$ cat config.mk
export PLATFORM = sky130hd
export DESIGN_NAME = pipe_stage_reg
export DESIGN_NICKNAME = d
export VERILOG_FILES = /design/src/rtl/pipe_pkg.sv /design/src/rtl/pipe_stage_reg_sat_counter.sv /design/src/rtl/pipe_stage_reg.sv
export SDC_FILE = /design/constraint.sdc
export NUM_CORES = 1
export LEC_CHECK = 0
export ABC_AREA = 1
export BUFFER_PORTS_ARGS = -buffer_cell sky130_fd_sc_hd__clkbuf_2
export CAP_MARGIN = 0
export CORE_ASPECT_RATIO = 0.6
export CORE_MARGIN = 4
export CORE_UTILIZATION = 54
export DETAILED_ROUTE_END_ITERATION = 10
export GPL_TIMING_DRIVEN = 0
export PLACE_DENSITY = 0.77
export REMOVE_ABC_BUFFERS = 1
export SLEW_MARGIN = 20
export SYNTH_ARGS = -nofsm -noshare
export SYNTH_HDL_FRONTEND = slang
export SYNTH_SLANG_ARGS = --single-unit
$ cat constraint.sdc
create_clock -name clk -period 1.5 [get_ports clk]
set_input_delay 0.3 -clock clk [delete_from_list [all_inputs] [get_ports clk]]
set_output_delay 0.3 -clock clk [all_outputs]
set_load 0.005 [all_outputs]
$ cat src/rtl/pipe_pkg.sv
// Shared pipeline types: stage modes, skid FSM states, perf width
// and the control-field layout carried between ID and EX.
package pipe_pkg;

  localparam int MODE_REG   = 0;
  localparam int MODE_SKID  = 1;
  localparam int PERF_CNT_W = 32;

  typedef enum logic [1:0] {
    ST_EMPTY,
    ST_FULL,
    ST_SKID
  } state_t;

  typedef struct packed {
    logic       we;
    logic       wr;
    logic [3:0] alu_op;
    logic       dram_we;
    logic [8:0] rsvd;
  } id_ex_ctrl_t;

  function automatic logic [PERF_CNT_W-1:0] sat_inc(
    input logic [PERF_CNT_W-1:0] v,
    input logic                  en
  );
    logic [PERF_CNT_W-1:0] r;
    r = v;
    if (en && (v != '1)) r = v + 1'b1;
    return r;
  endfunction

endpackage

$ cat src/rtl/pipe_stage_reg_sat_counter.sv
// Saturating event counter for the stage perf outputs.
// Ports: clk, rst_n, inc_i (count enable), cnt_o (value, sticks at max).
module pipe_sat_counter
  import pipe_pkg::*;
(
  input  logic                  clk,
  input  logic                  rst_n,
  input  logic                  inc_i,
  output logic [PERF_CNT_W-1:0] cnt_o
);

  logic [PERF_CNT_W-1:0] cnt_q;
  logic [PERF_CNT_W-1:0] cnt_d;

  always_comb begin
    cnt_d = sat_inc(cnt_q, inc_i);
  end

  always_ff @(posedge clk or negedge rst_n) begin
    if (!rst_n) cnt_q <= '0;
    else        cnt_q <= cnt_d;
  end

  assign cnt_o = cnt_q;

endmodule

$ cat src/rtl/pipe_stage_reg.sv
// Generic valid/ready pipeline-stage register; MODE 0 plain, MODE 1 skid.
// Ports: clk, rst_n, flush, in_valid/in_ready/in_ctrl/in_data upstream,
// out_valid/out_ready/out_ctrl/out_data downstream.
// Optional PIPE_STAGE_PERF_EN adds perf_stall/perf_bubble/perf_flush.
module pipe_stage_reg
  import pipe_pkg::*;
#(
  parameter int DATA_W = 32,
  parameter int CTRL_W = 16,
  parameter int MODE   = 1
) (
  input  logic              clk,
  input  logic              rst_n,
  input  logic              flush,
  input  logic              in_valid,
  output logic              in_ready,
  input  logic [CTRL_W-1:0] in_ctrl,
  input  logic [DATA_W-1:0] in_data,
  output logic              out_valid,
  input  logic              out_ready,
  output logic [CTRL_W-1:0] out_ctrl,
  output logic [DATA_W-1:0] out_data
`ifdef PIPE_STAGE_PERF_EN
  ,
  output logic [PERF_CNT_W-1:0] perf_stall,
  output logic [PERF_CNT_W-1:0] perf_bubble,
  output logic [PERF_CNT_W-1:0] perf_flush
`endif
);

  logic              vld_q, vld_d;
  logic [CTRL_W-1:0] ctrl_q, ctrl_d;
  logic [DATA_W-1:0] data_q, data_d;

  if (MODE == MODE_SKID) begin : g_skid
    state_t            state_q, state_d;
    logic              rdy_q;
    logic [CTRL_W-1:0] sk_ctrl_q, sk_ctrl_d;
    logic [DATA_W-1:0] sk_data_q, sk_data_d;

    always_comb begin
      state_d   = state_q;
      ctrl_d    = ctrl_q;
      data_d    = data_q;
      sk_ctrl_d = sk_ctrl_q;
      sk_data_d = sk_data_q;
      if (flush) begin
        state_d = ST_EMPTY;
        ctrl_d  = '0;
      end else begin
        unique case (state_q)
          ST_EMPTY: begin
            if (in_valid) begin
              ctrl_d  = in_ctrl;
              data_d  = in_data;
              state_d = ST_FULL;
            end
          end
          ST_FULL: begin
            if (out_ready && in_valid) begin
              ctrl_d = in_ctrl;
              data_d = in_data;
            end else if (out_ready) begin
              state_d = ST_EMPTY;
            end else if (in_valid) begin
              sk_ctrl_d = in_ctrl;
              sk_data_d = in_data;
              state_d   = ST_SKID;
            end
          end
          ST_SKID: begin
            if (out_ready) begin
              ctrl_d  = sk_ctrl_q;
              data_d  = sk_data_q;
              state_d = ST_FULL;
            end
          end
          default: state_d = ST_EMPTY;
        endcase
      end
      vld_d = (state_d != ST_EMPTY);
    end

    // ready is taken from the next state so the upstream sees a flop
    always_ff @(posedge clk or negedge rst_n) begin
      if (!rst_n) begin
        state_q   <= ST_EMPTY;
        rdy_q     <= 1'b1;
        sk_ctrl_q <= '0;
        sk_data_q <= '0;
        vld_q     <= 1'b0;
        ctrl_q    <= '0;
        data_q    <= '0;
      end else begin
        state_q   <= state_d;
        rdy_q     <= (state_d != ST_SKID);
        sk_ctrl_q <= sk_ctrl_d;
        sk_data_q <= sk_data_d;
        vld_q     <= vld_d;
        ctrl_q    <= ctrl_d;
        data_q    <= data_d;
      end
    end

    assign in_ready = rdy_q;
  end else begin : g_reg
    logic rdy;

    assign rdy = !vld_q || out_ready;

    always_comb begin
      vld_d  = vld_q;
      ctrl_d = ctrl_q;
      data_d = data_q;
      if (flush) begin
        vld_d  = 1'b0;
        ctrl_d = '0;
      end else if (in_valid && rdy) begin
        vld_d  = 1'b1;
        ctrl_d = in_ctrl;
        data_d = in_data;
      end else if (vld_q && out_ready) begin
        vld_d = 1'b0;
      end
    end

    always_ff @(posedge clk or negedge rst_n) begin
      if (!rst_n) begin
        vld_q  <= 1'b0;
        ctrl_q <= '0;
        data_q <= '0;
      end else begin
        vld_q  <= vld_d;
        ctrl_q <= ctrl_d;
        data_q <= data_d;
      end
    end

    assign in_ready = rdy;
  end

  assign out_valid = vld_q;
  assign out_ctrl  = ctrl_q;
  assign out_data  = data_q;

`ifdef PIPE_STAGE_PERF_EN
  pipe_sat_counter u_stall_cnt (
    .clk   (clk),
    .rst_n (rst_n),
    .inc_i (vld_q && !out_ready),
    .cnt_o (perf_stall)
  );

  pipe_sat_counter u_bubble_cnt (
    .clk   (clk),
    .rst_n (rst_n),
    .inc_i (!vld_q),
    .cnt_o (perf_bubble)
  );

  pipe_sat_counter u_flush_cnt (
    .clk   (clk),
    .rst_n (rst_n),
    .inc_i (flush),
    .cnt_o (perf_flush)
  );
`endif

endmodule

==> impl_results.md <==
- WL met2: 7.97 mm
- Pin count of the biggest net entering global routing: 76
- Status: finished with violations
- CP endpoint kind: flip-flop
- Max Cap Violations: 0
- Peak supply drop: 769 uV
- Setup WS post-layout: -66.3 ps
- Diode count: 0
- Placed Cells: 804
- CTS tree: yes
- Yosys Warn Count: 0
- Critical path data required time: 1740 ps
- Leak: 3.85 nW
- Worst-Margin Slew: 557 ps
- Clk_skew: 5.64 ps
- CTS clk-pin slew, worst paths: 70 ps
- Rows: 26
- Layout Utilization: 0.810
- Initial Util: 0.555
- GPL Wtd Cong: 0.775
- Flop and latch count out of synthesis: 100
- Failing checks: setup timing
- Fmax: 638 MHz
- Area Growth Syn to Fin: 45.8%
- Fin. Hold Viols: 0
- Total grt overflow: 0
- Synthesized area per cell: 7.63 um2
- Tightest Hold Check Type: in -> reg
- Non-filler cells, final: 873
- GR Util All Layers: 0.296
- Wire per inst: 19.6 um
- Highest routed layer: met4
- M1 WL: 6.66 mm
- Post-synth EDFFs: 0
- Final Net Count: 809
- Metal3 WL: 1.96 mm
- Port Buffer Count: 102
- Predominant post-synthesis flop cell: dfrtp_1
- Pre-antenna DRT Iters: 5
- Routed Antenna Nets: 0
- Via-to-Cell Ratio: 5.72
- Final WL: 17.1 mm
- Vias: 4992
- Yosys top cell area share: 0.523
- H-tree Lvls: 3
- Layout cells sized above 1: 0.336
- Crit share post-route: 1.04
- Pwr/cell area: 1190 nW/um2
- DRT iter0 DRCs: 558
- Number of global-route vias before repair: 4479
- Unique masters post-synth: 16
- Critical path type: reg -> reg
- # IOs: 103
- Clock latency on the worst-skew pair: 360 ps
- Cell accounting for the most synthesized area: dfrtp_1
- Full die area: 10400 um2
- Clk buf depth: 2
- Setup Viol. Count Final: 62
- DP HPWL: 7.69 mm
- Critical path arrival: 1810 ps
- Synth Cell Area: 4730 um2
- Synth area leaders: dfrtp_1 52%, nand2_1 20%, nand3_1 11%
- Post-synthesis sequential area ratio: 0.529
- Crit path max fanout: 7
- Root buf cell: clkbuf_16
- Synth cell count leaders: 246 x nand2_1, 106 x nand3_1, 99 x dfrtp_1, 63 x inv_1, 42 x o21ai_0
- Total CTS buffers: 9
- Asr flop ratio synth: 1.00
- Slew headroom: 0.628
- Mapped Cells: 620
- Final Max Slew Viols: 0
- CP Launch Type: flip-flop
- Core area: 8520 um2
- Die X: 129 um
- RSZ-0062 raised after global routing: true
- Worst R2R Setup Slack: -70 ps
- Die Ht: 80.5 um
- Cell with the most instances after synthesis: nand2_1
- Residual DRC: 0
- Tmin final: 1570 ps
- First-pass GRT wire length: 23.4 mm
- Clk sink count: 100
- Initial antenna violation count: 0
metal layers:
layer,track usage,vias to the layer above
met5,0,-
met4,0.102,0
met3,0.0757,48
met2,0.455,361
met1,0.410,2367
li1,-,2216
path summary, 6_finish.rpt:
kind                                    from                    to  cells after the start
hold / removal                   in_data[29]  g_skid.sk_data_q[29]                      3
hold reg to reg                 out_data[10]          out_data[10]                      2
min in group asynchronous              rst_n           out_data[0]                      2
setup / recovery           g_skid.state_q[1]          out_data[25]                      8
setup reg to reg           g_skid.state_q[1]          out_data[25]                      8
max in group asynchronous              rst_n  g_skid.sk_ctrl_q[11]                      3
metrics by stage:
stage | power, mW | hold WS [ps] | setup WS [ps] | area, um2 | TNS (ps)
final | 8.22 | 173 | -66.3 | 6900 | -1270
after detailed placement | 4.78 | 198 | -1710 | 5380 | -105640
after CTS | 7.86 | 174 | -31.9 | 6330 | -540
after floorplan | 4.14 | 4.41 | -2050 | 4510 | -177290
after global routing | 8.59 | 181 | -121 | 6900 | -5960
after global placement | 4.65 | 461 | -3590 | 5160 | -453220
sequential cells by signal (all words and copies together), names as in the netlist:
register	cells
out_ctrl	16
out_valid	1
g_skid.state_q	2
g_skid.sk_data_q	32
out_data	32
g_skid.sk_ctrl_q	16
in_ready	1
placed cells by master (no fill, tap or decap), drive strengths merged:
| master | instances |
|---|---|
| o21ai | 49 |
| buf | 48 |
| dlygate4sd3 | 1 |
| dfstp | 1 |
| bufinv | 4 |
| dfrtp | 99 |
| bufbuf | 1 |
| nor2 | 11 |
| nand4 | 2 |
| inv | 66 |
| clkbuf | 119 |
| clkinv | 3 |
| nand3 | 108 |
| a21oi | 1 |
| nand2 | 248 |
power breakdown:
part | switching [mW] | internal (mW) | leakage [nW]
Clock | 1.06 | 1.85 | 0.183
Sequential | 0.357 | 3.22 | 1.26
Combinational | 0.957 | 0.777 | 2.41
Total | 2.38 | 5.84 | 3.85
cell type report:
class | count | area (um2)
clock buffers | 10 | 239
clock inverters | 6 | 134
fillers | 521 | 1620
inverters | 65 | 283
multi-input cells | 419 | 2160
flip-flops and latches | 100 | 2510
well taps | 112 | 140
repair buffers | 159 | 1420
repair inverters | 2 | 17.5
logic make-up after synthesis:
family	share of synthesized area
compound gates	0.0529
buf+inv	0.0991
flops	0.529
simple gates	0.319
worst max-delay path, stage by stage, from the launching register on:
cell       delay (ps)
dfrtp_4           510
buf_16            170
clkinv_8           50
nand2_1           100
nand2_2           150
nand2_8           100
clkbuf_16         190
nand3_1           100
nand2_1            60
what timing repair did:
item | in CTS | in global routing
gates cloned | 9 | 8
hold buffers | 1 | 0
setup buffers | 24 | 11
gates resized for setup | 52 | 106
hold endpoints to repair | 25 | 0
pin swaps | 7 | 7
endpoints found under the setup margin | 99 | 78
Note: power is estimated with default switching activity, not from simulation.
